[src/rtl/board_renderer.sv]
// Three-stage checkers-board pixel renderer: board geometry, square/disc lookup, colour select.
// Board image is double-buffered and only swapped on frame_start to avoid tearing.
module board_renderer #(
   parameter int unsigned N            = 8,
   parameter int unsigned SQ           = 60,
   parameter int unsigned X_OFF        = 80,
   parameter int unsigned Y_OFF        = 0,
   parameter int unsigned RADIUS       = 25,
   parameter int unsigned BITS         = 4,
   parameter int unsigned BLINK_FRAMES = 30
) (
   input  logic                    clk,
   input  logic                    reset_n,
   input  logic [N*N*BITS-1:0]     board_in,
   input  logic                    board_load,
   input  logic                    frame_start,
   input  logic                    cursor_en,
   input  logic [$clog2(N)-1:0]    cursor_col,
   input  logic [$clog2(N)-1:0]    cursor_row,
   input  logic                    pix_valid_in,
   input  logic [9:0]              x,
   input  logic [8:0]              y,
   output logic                    pix_valid_out,
   output logic [7:0]              r,
   output logic [7:0]              g,
   output logic [7:0]              b,
   output logic                    load_pending
);

   localparam int unsigned CW   = $clog2(N);
   localparam int unsigned PW   = $clog2(SQ);
   localparam int unsigned HALF = SQ / 2;
   localparam int unsigned DW   = $clog2(2 * HALF * HALF + 1);
   localparam int unsigned FW   = $clog2(BLINK_FRAMES + 1);
   localparam int unsigned R2   = RADIUS * RADIUS;
   localparam int unsigned K2   = (RADIUS / 2) * (RADIUS / 2);
   localparam logic [10:0] XLO  = 11'(X_OFF);
   localparam logic [10:0] XHI  = 11'(X_OFF + N * SQ);
   localparam logic [10:0] YLO  = 11'(Y_OFF);
   localparam logic [10:0] YHI  = 11'(Y_OFF + N * SQ);

   logic [N*N*BITS-1:0] board_active, board_shadow;
   logic [FW-1:0]       frame_cnt;
   logic                blink;

   always_ff @(posedge clk or negedge reset_n) begin
      if (!reset_n) begin
         board_active <= '0;
         board_shadow <= '0;
         load_pending <= 1'b0;
         frame_cnt    <= '0;
         blink        <= 1'b1;
      end else begin
         // Swap uses the shadow as it was before any same-cycle load.
         if (frame_start && load_pending) board_active <= board_shadow;
         if (board_load) board_shadow <= board_in;
         if (board_load)       load_pending <= 1'b1;
         else if (frame_start) load_pending <= 1'b0;
         if (frame_start) begin
            if (frame_cnt == FW'(BLINK_FRAMES - 1)) begin
               frame_cnt <= '0;
               blink     <= ~blink;
            end else begin
               frame_cnt <= frame_cnt + 1'b1;
            end
         end
      end
   end

   // Stage 1: board-relative coordinates
   logic [10:0] xe, ye, xr, yr;
   logic        in1;

   assign xe  = {1'b0, x};
   assign ye  = {2'b0, y};
   assign in1 = (xe >= XLO) && (xe < XHI) && (ye >= YLO) && (ye < YHI);
   assign xr  = in1 ? xe - XLO : '0;
   assign yr  = in1 ? ye - YLO : '0;

   logic          s1_valid, s1_inside;
   logic [CW-1:0] s1_col, s1_row;
   logic [PW-1:0] s1_px, s1_py;

   always_ff @(posedge clk or negedge reset_n) begin
      if (!reset_n) begin
         s1_valid  <= 1'b0;
         s1_inside <= 1'b0;
         s1_col    <= '0;
         s1_row    <= '0;
         s1_px     <= '0;
         s1_py     <= '0;
      end else begin
         s1_valid  <= pix_valid_in;
         s1_inside <= in1;
         s1_col    <= CW'(xr / 11'(SQ));
         s1_row    <= CW'(yr / 11'(SQ));
         s1_px     <= PW'(xr % 11'(SQ));
         s1_py     <= PW'(yr % 11'(SQ));
      end
   end

   // Stage 2: square lookup, distance from square centre, cursor border
   logic [BITS-1:0]        sq1;
   logic                   unused_sq;
   logic signed [PW:0]     dx, dy;
   logic signed [2*PW+1:0] dxw, dyw, dxx, dyy;
   logic [DW-1:0]          d2_1;
   logic                   edge1, border1;

   always_comb begin
      sq1 = '0;
      for (int unsigned i = 0; i < N * N; i++) begin
         if (i == int'(s1_row) * N + int'(s1_col)) sq1 = board_active[i*BITS +: BITS];
      end
   end

   assign unused_sq = ^sq1;
   assign dx        = $signed({1'b0, s1_px}) - $signed((PW + 1)'(HALF));
   assign dy        = $signed({1'b0, s1_py}) - $signed((PW + 1)'(HALF));
   assign dxw       = dx;
   assign dyw       = dy;
   assign dxx       = dxw * dxw;
   assign dyy       = dyw * dyw;
   assign d2_1      = DW'($unsigned(dxx + dyy));
   assign edge1     = (s1_px < PW'(2)) || (s1_px >= PW'(SQ - 2)) ||
                      (s1_py < PW'(2)) || (s1_py >= PW'(SQ - 2));
   assign border1   = cursor_en && blink && (s1_col == cursor_col) &&
                      (s1_row == cursor_row) && edge1;

   logic          s2_valid, s2_inside, s2_occ, s2_red, s2_king, s2_border, s2_even;
   logic [DW-1:0] s2_d2;

   always_ff @(posedge clk or negedge reset_n) begin
      if (!reset_n) begin
         s2_valid  <= 1'b0;
         s2_inside <= 1'b0;
         s2_occ    <= 1'b0;
         s2_red    <= 1'b0;
         s2_king   <= 1'b0;
         s2_border <= 1'b0;
         s2_even   <= 1'b0;
         s2_d2     <= '0;
      end else begin
         s2_valid  <= s1_valid;
         s2_inside <= s1_inside;
         s2_occ    <= sq1[0];
         s2_red    <= sq1[1];
         s2_king   <= sq1[2];
         s2_border <= border1;
         s2_even   <= ~(s1_row[0] ^ s1_col[0]);
         s2_d2     <= d2_1;
      end
   end

   // Stage 3: colour priority
   logic [23:0] colour;

   always_comb begin
      colour = 24'h000000;
      if (!s2_inside)                                      colour = 24'h000000;
      else if (s2_border)                                  colour = 24'h0000FF;
      else if (s2_occ && s2_king && (32'(s2_d2) <= K2))    colour = 24'hFFD700;
      else if (s2_occ && (32'(s2_d2) <= R2))               colour = s2_red ? 24'hFF0000
                                                                           : 24'h00FF00;
      else if (s2_even)                                    colour = 24'hFFFFFF;
   end

   always_ff @(posedge clk or negedge reset_n) begin
      if (!reset_n) begin
         pix_valid_out <= 1'b0;
         r             <= '0;
         g             <= '0;
         b             <= '0;
      end else begin
         pix_valid_out <= s2_valid;
         if (s2_valid) {r, g, b} <= colour;
      end
   end

endmodule

[config.mk]
export PLATFORM = sky130hd
export DESIGN_NAME = board_renderer
export DESIGN_NICKNAME = d
export VERILOG_FILES = /design/src/rtl/board_renderer.sv
export SDC_FILE = /design/constraint.sdc
export NUM_CORES = 1
export LEC_CHECK = 0
export CAP_MARGIN = 20
export CORE_MARGIN = 2
export CORE_UTILIZATION = 50
export DETAILED_ROUTE_END_ITERATION = 10
export GPL_TIMING_DRIVEN = 0
export PLACE_DENSITY = 0.77
export SLEW_MARGIN = 40
export SYNTH_ARGS = -nofsm -noshare
export SYNTH_HDL_FRONTEND = slang
export SYNTH_SLANG_ARGS = --single-unit
export TNS_END_PERCENT = 10
[constraint.sdc]
create_clock -name clk -period 5.9 [get_ports clk]
set_input_delay 1.18 -clock clk [delete_from_list [all_inputs] [get_ports clk]]
set_output_delay 1.18 -clock clk [all_outputs]
set_load 0.005 [all_outputs]
[After elaboration in Yosys (flattened, before gate mapping)]
Cells that the tools add are included.
Storage, ports and cells
  register bits: 580
  bits of input ports: 287
  output and inout port bits: 26
  logic and storage cells: 206
Cells by class
  add/subtract/negate cells: 6
  multipliers: 2
  div/mod/pow operators: 4
  magnitude comparators: 10
  eq/ne operators: 66
  mux-type cells: 75
  bitwise gates (word level): 3
  reduce and logical (&&, ||, !) cells: 17
Operators with widths (number)
  $eq A6 B32 Y1 const A: 31
  $eq A5 B32 Y1 const A: 16
  $eq A4 B32 Y1 const A: 8
  $mux W3: 64
  $mux W24: 6
  $eq A3 B32 Y1 const A: 4
  $eq A2 B32 Y1 const A: 2
  $eq A1 B32 Y1 const A: 1
  $logic_not A32 Y1: 1
  $div A11 B6 Y11 const B: 2
  $mod A11 B6 Y11 const B: 2
  $mul A7 B7 Y11: 2
  $sub A6 B5 Y7 const B: 2
  $ge A6 B6 Y1 const B: 2
  $lt A6 B2 Y1 const B: 2
  $add A11 B11 Y11: 1
  $le A11 B10 Y1 const B: 1
  $le A11 B8 Y1 const B: 1
  $logic_and A1 B1 Y1: 11
  $mux W11: 1
  $sub A10 B7 Y11 const B: 1
  $ge A10 B7 Y1 const B: 1
  $lt A10 B10 Y1 const B: 1
  $ge A9 B1 Y1 const B: 1
  14 further kinds: 19

[Depth between registers and ports, before layout]
  word-level depth: 66
  depth in mapped cells: 24
  depth with buffers taken out: 23

[Worst setup path before layout]
No wires, ideal clock.
  path kind: reg2reg
  start: register s1_py[1]
  end: register s2_d2[10]
  arrival time: 5.659 ns
  data required time: 5.775 ns
  path slack: 0.116 ns
  stages on the path, launching flop included: 22
  clock period less this slack: 5.784 ns
  cells stage by stage: dfrtp_1 clkbuf_1 inv_1 ha_1 or2_2 fa_1 fa_1 fa_1 inv_1 fa_1 inv_1 fa_1 inv_1 fa_1 ha_1 a21oi_1 nor2_1 nor2_1 o21bai_1 a21oi_1 xnor2_1 xnor2_1
Between the ends
  word-level cells in the longest chain between the ends: 3
RTL lines
  start: declaration: RTL line 82  | logic [PW-1:0] s1_px, s1_py;
  start signal: assignment: RTL line 98  | s1_py <= PW'(yr % 11'(SQ));
  $sub A6 B5 Y7: RTL line 119  | assign dy = $signed({1'b0, s1_py}) - $signed((PW + 1)'(HALF));
  $mul A7 B7 Y11: RTL line 123  | assign dyy = dyw * dyw;
  $add A11 B11 Y11: RTL line 124  | assign d2_1 = DW'($unsigned(dxx + dyy));
  net d2_1[10]: RTL line 107  | logic [DW-1:0] d2_1;
  end signal: assignment: RTL line 142  | s2_d2 <= '0;
  end signal: assignment: RTL line 151  | s2_d2 <= d2_1;
  end: declaration: RTL line 131  | logic [DW-1:0] s2_d2;
The timed path passes the listed nets, and every way through them passes these cells.
A chain may end at the register's enable or synchronous reset.

[Worst setup path after layout]
  start: register s1_px[1]
  end: register s2_d2[10]
Between the ends
  word-level cells in the longest chain between the ends: 3
RTL lines
  start: declaration: RTL line 82
  start signal: assignment: RTL line 97  | s1_px <= PW'(xr % 11'(SQ));
  $sub A6 B5 Y7: RTL line 118  | assign dx = $signed({1'b0, s1_px}) - $signed((PW + 1)'(HALF));
  $mul A7 B7 Y11: RTL line 122  | assign dxx = dxw * dxw;
  $add A11 B11 Y11: RTL line 124
  net d2_1[10]: RTL line 107
The timed path passes the listed nets, and every way through them passes these cells.

==> flow_summary.yaml <==
status:
  outcome: "finished, final reports clean"
route:
  drt-total-wl_mm: 63.82
  drt_first_pass_iters: 5
  drtIter0Drc: 1203
  drtAntennaViolNets: 0
  wire_per_inst_um: 23.44
  drc_errors: 0
  avgViaCountPerCell: 5.808
  num_vias: 15814
synthesis:
  synthCells: 1784
  ys.flop_type: "dfrtp_1"
  avgSynthCellArea_um2: 12.33
  syn_area_um2: 22000
  postSynthNetCount: 2167
  synth_edf_count: 0
  ys_seq_area_frac: 0.4937
  synth_seq_cells: 434
  synth-async-reset-ratio: 1.000
  ys_types: 95
  yosysWarnings: 0
timing:
  setup_ws_ps: 242.5
  setup_viol: 0
  finalSetupTns_ps: 0
  finalHoldViolations: 0
  holdWs_ps: 365.8
  drv_slew: 0
  finClkSkew_ps: 18.54
  max_freq_mhz: 176.8
  period_minus_slack_ps: 5658
  slew_headroom: 0.3820
  worst_slew_pin_slew_ps: 927.0
  timing.final.crit_share: 0.9589
clock_tree:
  cts_buffers: 46
  clockRootBuffer: "clkbuf_16"
  path_clk_slew_ps: 60
  cts_tree: "yes"
  cts.sinks: 434
  cts.path.max_buffers: 3
  htreeDepth: 2
  clkLatencyLatePin_ps: 580
finish:
  final_nets: 2484
  finalNonFillerCells: 2723
  area_growth_pct: 24.25
  drive_above_1_share: 0.2820
  final_area_um2: 27340
  post-route-util: 0.6318
placement:
  place.port_buffers: 245
  gp_congestion: 0.9694
  dp.final_hpwl_mm: 47.14
  post-place-cells: 2620
  dp_slack_ps: -607.3
  placed_area_um2: 25360
floorplanning:
  core-area_um2: 43270
  dieArea_um2: 45700
  std_cell_rows: 76
  io_pins: 313
  start_util: 0.5085
  die_h_um: 213.8
  die_x_um: 213.8
global_route:
  grt_pass1_vias: 16336
  grt_usage: 0.2841
  antenna_found_initial: 2
  overflow: 0
  grt_max_degree: 76
  grt_first_pass_wirelength_mm: 96.59
min_path:
  whs_path_depth: 0
  hold_class: "flop to flop"
critical_path:
  cpLargestDelayFamily: "adder cells"
  cp_common_cell: "fa_1"
  path_depth: 24
  max_stage_delay_ps: 540
  slowest_stage: "fa_1"
  r2r_slack_ps: 240
  crit_type: "flop to flop"
  cp_max_fo: 3
  cp-end-kind: "flop"
  startpoint_type: "flop"
  reg2reg_depth: 24
  crit_chain: "buf_4 -> ha_4 -> nand3_4 -> xor2_4 -> nand2_2 -> inv_1 -> fa_1 -> inv_1 -> fa_1 -> fa_1 -> inv_1 -> fa_1 -> inv_1 -> fa_1 -> inv_1 -> fa_1 -> ha_4 -> a21oi_2 -> nor2_2 -> nor2_2 -> o21bai_1 -> a21oi_2 -> xnor2_1 -> xnor2_1"
  critPathBufInv: 6
  worstPathArrival_ps: 6170
  required_ps: 6410
pwr:
  pwr_density_cell_nw_per_um2: 466.1
  comb_power_share: 0.455
  netSwitchingFraction: 0.3514
  power.switching_mw: 4.478
  p_seq_frac: 0.306
  clock_power_share: 0.239
  p_leak_nw: 11.45
  design_power_total_mw: 12.74
  p_int_mw: 8.263
  ir_worst_vdd_mv: 0.8471
run:
  cap_violations: 0
[kinds of logic (layout without fill, tap and decap cells)]
group,Yosys count,after routing,synth area share
buffers and inverters,207,558,0.04049
other,0,3,0
xor gates and xnor gates,51,51,0.02030
DFF,434,434,0.4937
muxes,423,423,0.2183
adders and majority gates,97,97,0.07484
AOI/OAI and AO/OA,271,271,0.08491
and+or+nand+nor,301,301,0.06745
[final timing paths]
check / start / to
worst min register to register: s1_valid$_DFF_PN0_ / s2_valid$_DFF_PN0_
min in group asynchronous: reset_n / board_shadow[122]$_DFFE_PN0P_
worst max-delay path: s1_px[1]$_DFF_PN0_ / s2_d2[10]$_DFF_PN0_
worst max register to register: s1_px[1]$_DFF_PN0_ / s2_d2[10]$_DFF_PN0_
max in group asynchronous: reset_n / blink$_DFFE_PN1P_
worst min-delay path: s1_valid$_DFF_PN0_ / s2_valid$_DFF_PN0_
[power by group through the flow]
| stage | registers, mW | clock network [mW] | logic (mW) |
|---|---|---|---|
| 6_report | 3.89 | 3.05 | 5.80 |
| 5_1_grt | 3.94 | 3.20 | 6.50 |
| 4_1_cts | 3.88 | 3.08 | 5.64 |
| 3_5_place_dp | 3.92 | 0 | 5.51 |
| 3_3_place_gp | 3.91 | 0 | 5.31 |
| 2_1_floorplan | 3.76 | 0 | 4.21 |
[flip-flops by register name, indices dropped and copies added (netlist names)]
register	flops
s2_inside	1
s1_col	3
s2_d2	11
board_shadow	192
s2_valid	1
s2_even	1
frame_cnt	5
s2_red	1
s2_occ	1
b	1
r	1
pix_valid_out	1
s1_valid	1
s1_inside	1
s1_px	6
s1_row	3
s2_king	1
blink	1
board_active	192
s1_py	6
g	2
s2_border	1
load_pending	1
[synthesized netlist by cell type (31+ instances only)]
master      n  share of area
nand2_1    83          0.014
fa_1       58          0.053
xnor2_1    39          0.016
a21oi_1    67          0.015
nor3_1     31         0.0071
nor2_1     76          0.013
o21ai_0    54          0.012
inv_1      87          0.015
ha_1       38          0.022
clkbuf_1   77          0.013
dfrtp_1   433           0.49
mux2_2    395           0.20
[cell usage in the layout (no fill, tap or decap), types with 22 or more instances in the layout]
| cell type | instances |
|---|---|
| dfrtp_1 | 430 |
| mux2_2 | 395 |
| clkdlybuf4s50_1 | 244 |
| inv_1 | 83 |
| nand2_1 | 81 |
| clkbuf_1 | 77 |
| nor2_1 | 73 |
| a21oi_1 | 65 |
| fa_1 | 58 |
| o21ai_0 | 54 |
| clkbuf_16 | 47 |
| buf_4 | 38 |
| xnor2_1 | 37 |
| ha_1 | 33 |
| nor3_1 | 30 |
| mux2i_1 | 22 |
[cell type report]
cell class | instances | area (µm²)
Antenna cell | 3 | 7.507
Buffer | 116 | 570.5
Clock buffer | 64 | 1340
Clock inverter | 18 | 256.5
Fill cell | 3269 | 15930
Inverter | 90 | 359.1
Multi-Input combinational cell | 1143 | 10430
Sequential cell | 434 | 10870
Tap cell | 585 | 732.0
Timing Repair Buffer | 270 | 2778
[repair_timing]
action	CTS	global route
resized for setup	23	25
buffers inserted	2	17
hold buffers	0	0
setup endpoints to repair	3	2
pin swaps	2	19
[routing by layer]
| metal | global-route usage | vias to the layer above | share of wire |
|---|---|---|---|
| li1 | - | 6943 | - |
| met1 | 0.3953 | 8096 | 0.43 |
| met2 | 0.4494 | 640 | 0.46 |
| met3 | 0.05272 | 135 | 0.069 |
| met4 | 0.1006 | 0 | 0.033 |
| met5 | 0 | - | 0 |
Note: power is estimated with default switching activity, not from simulation.
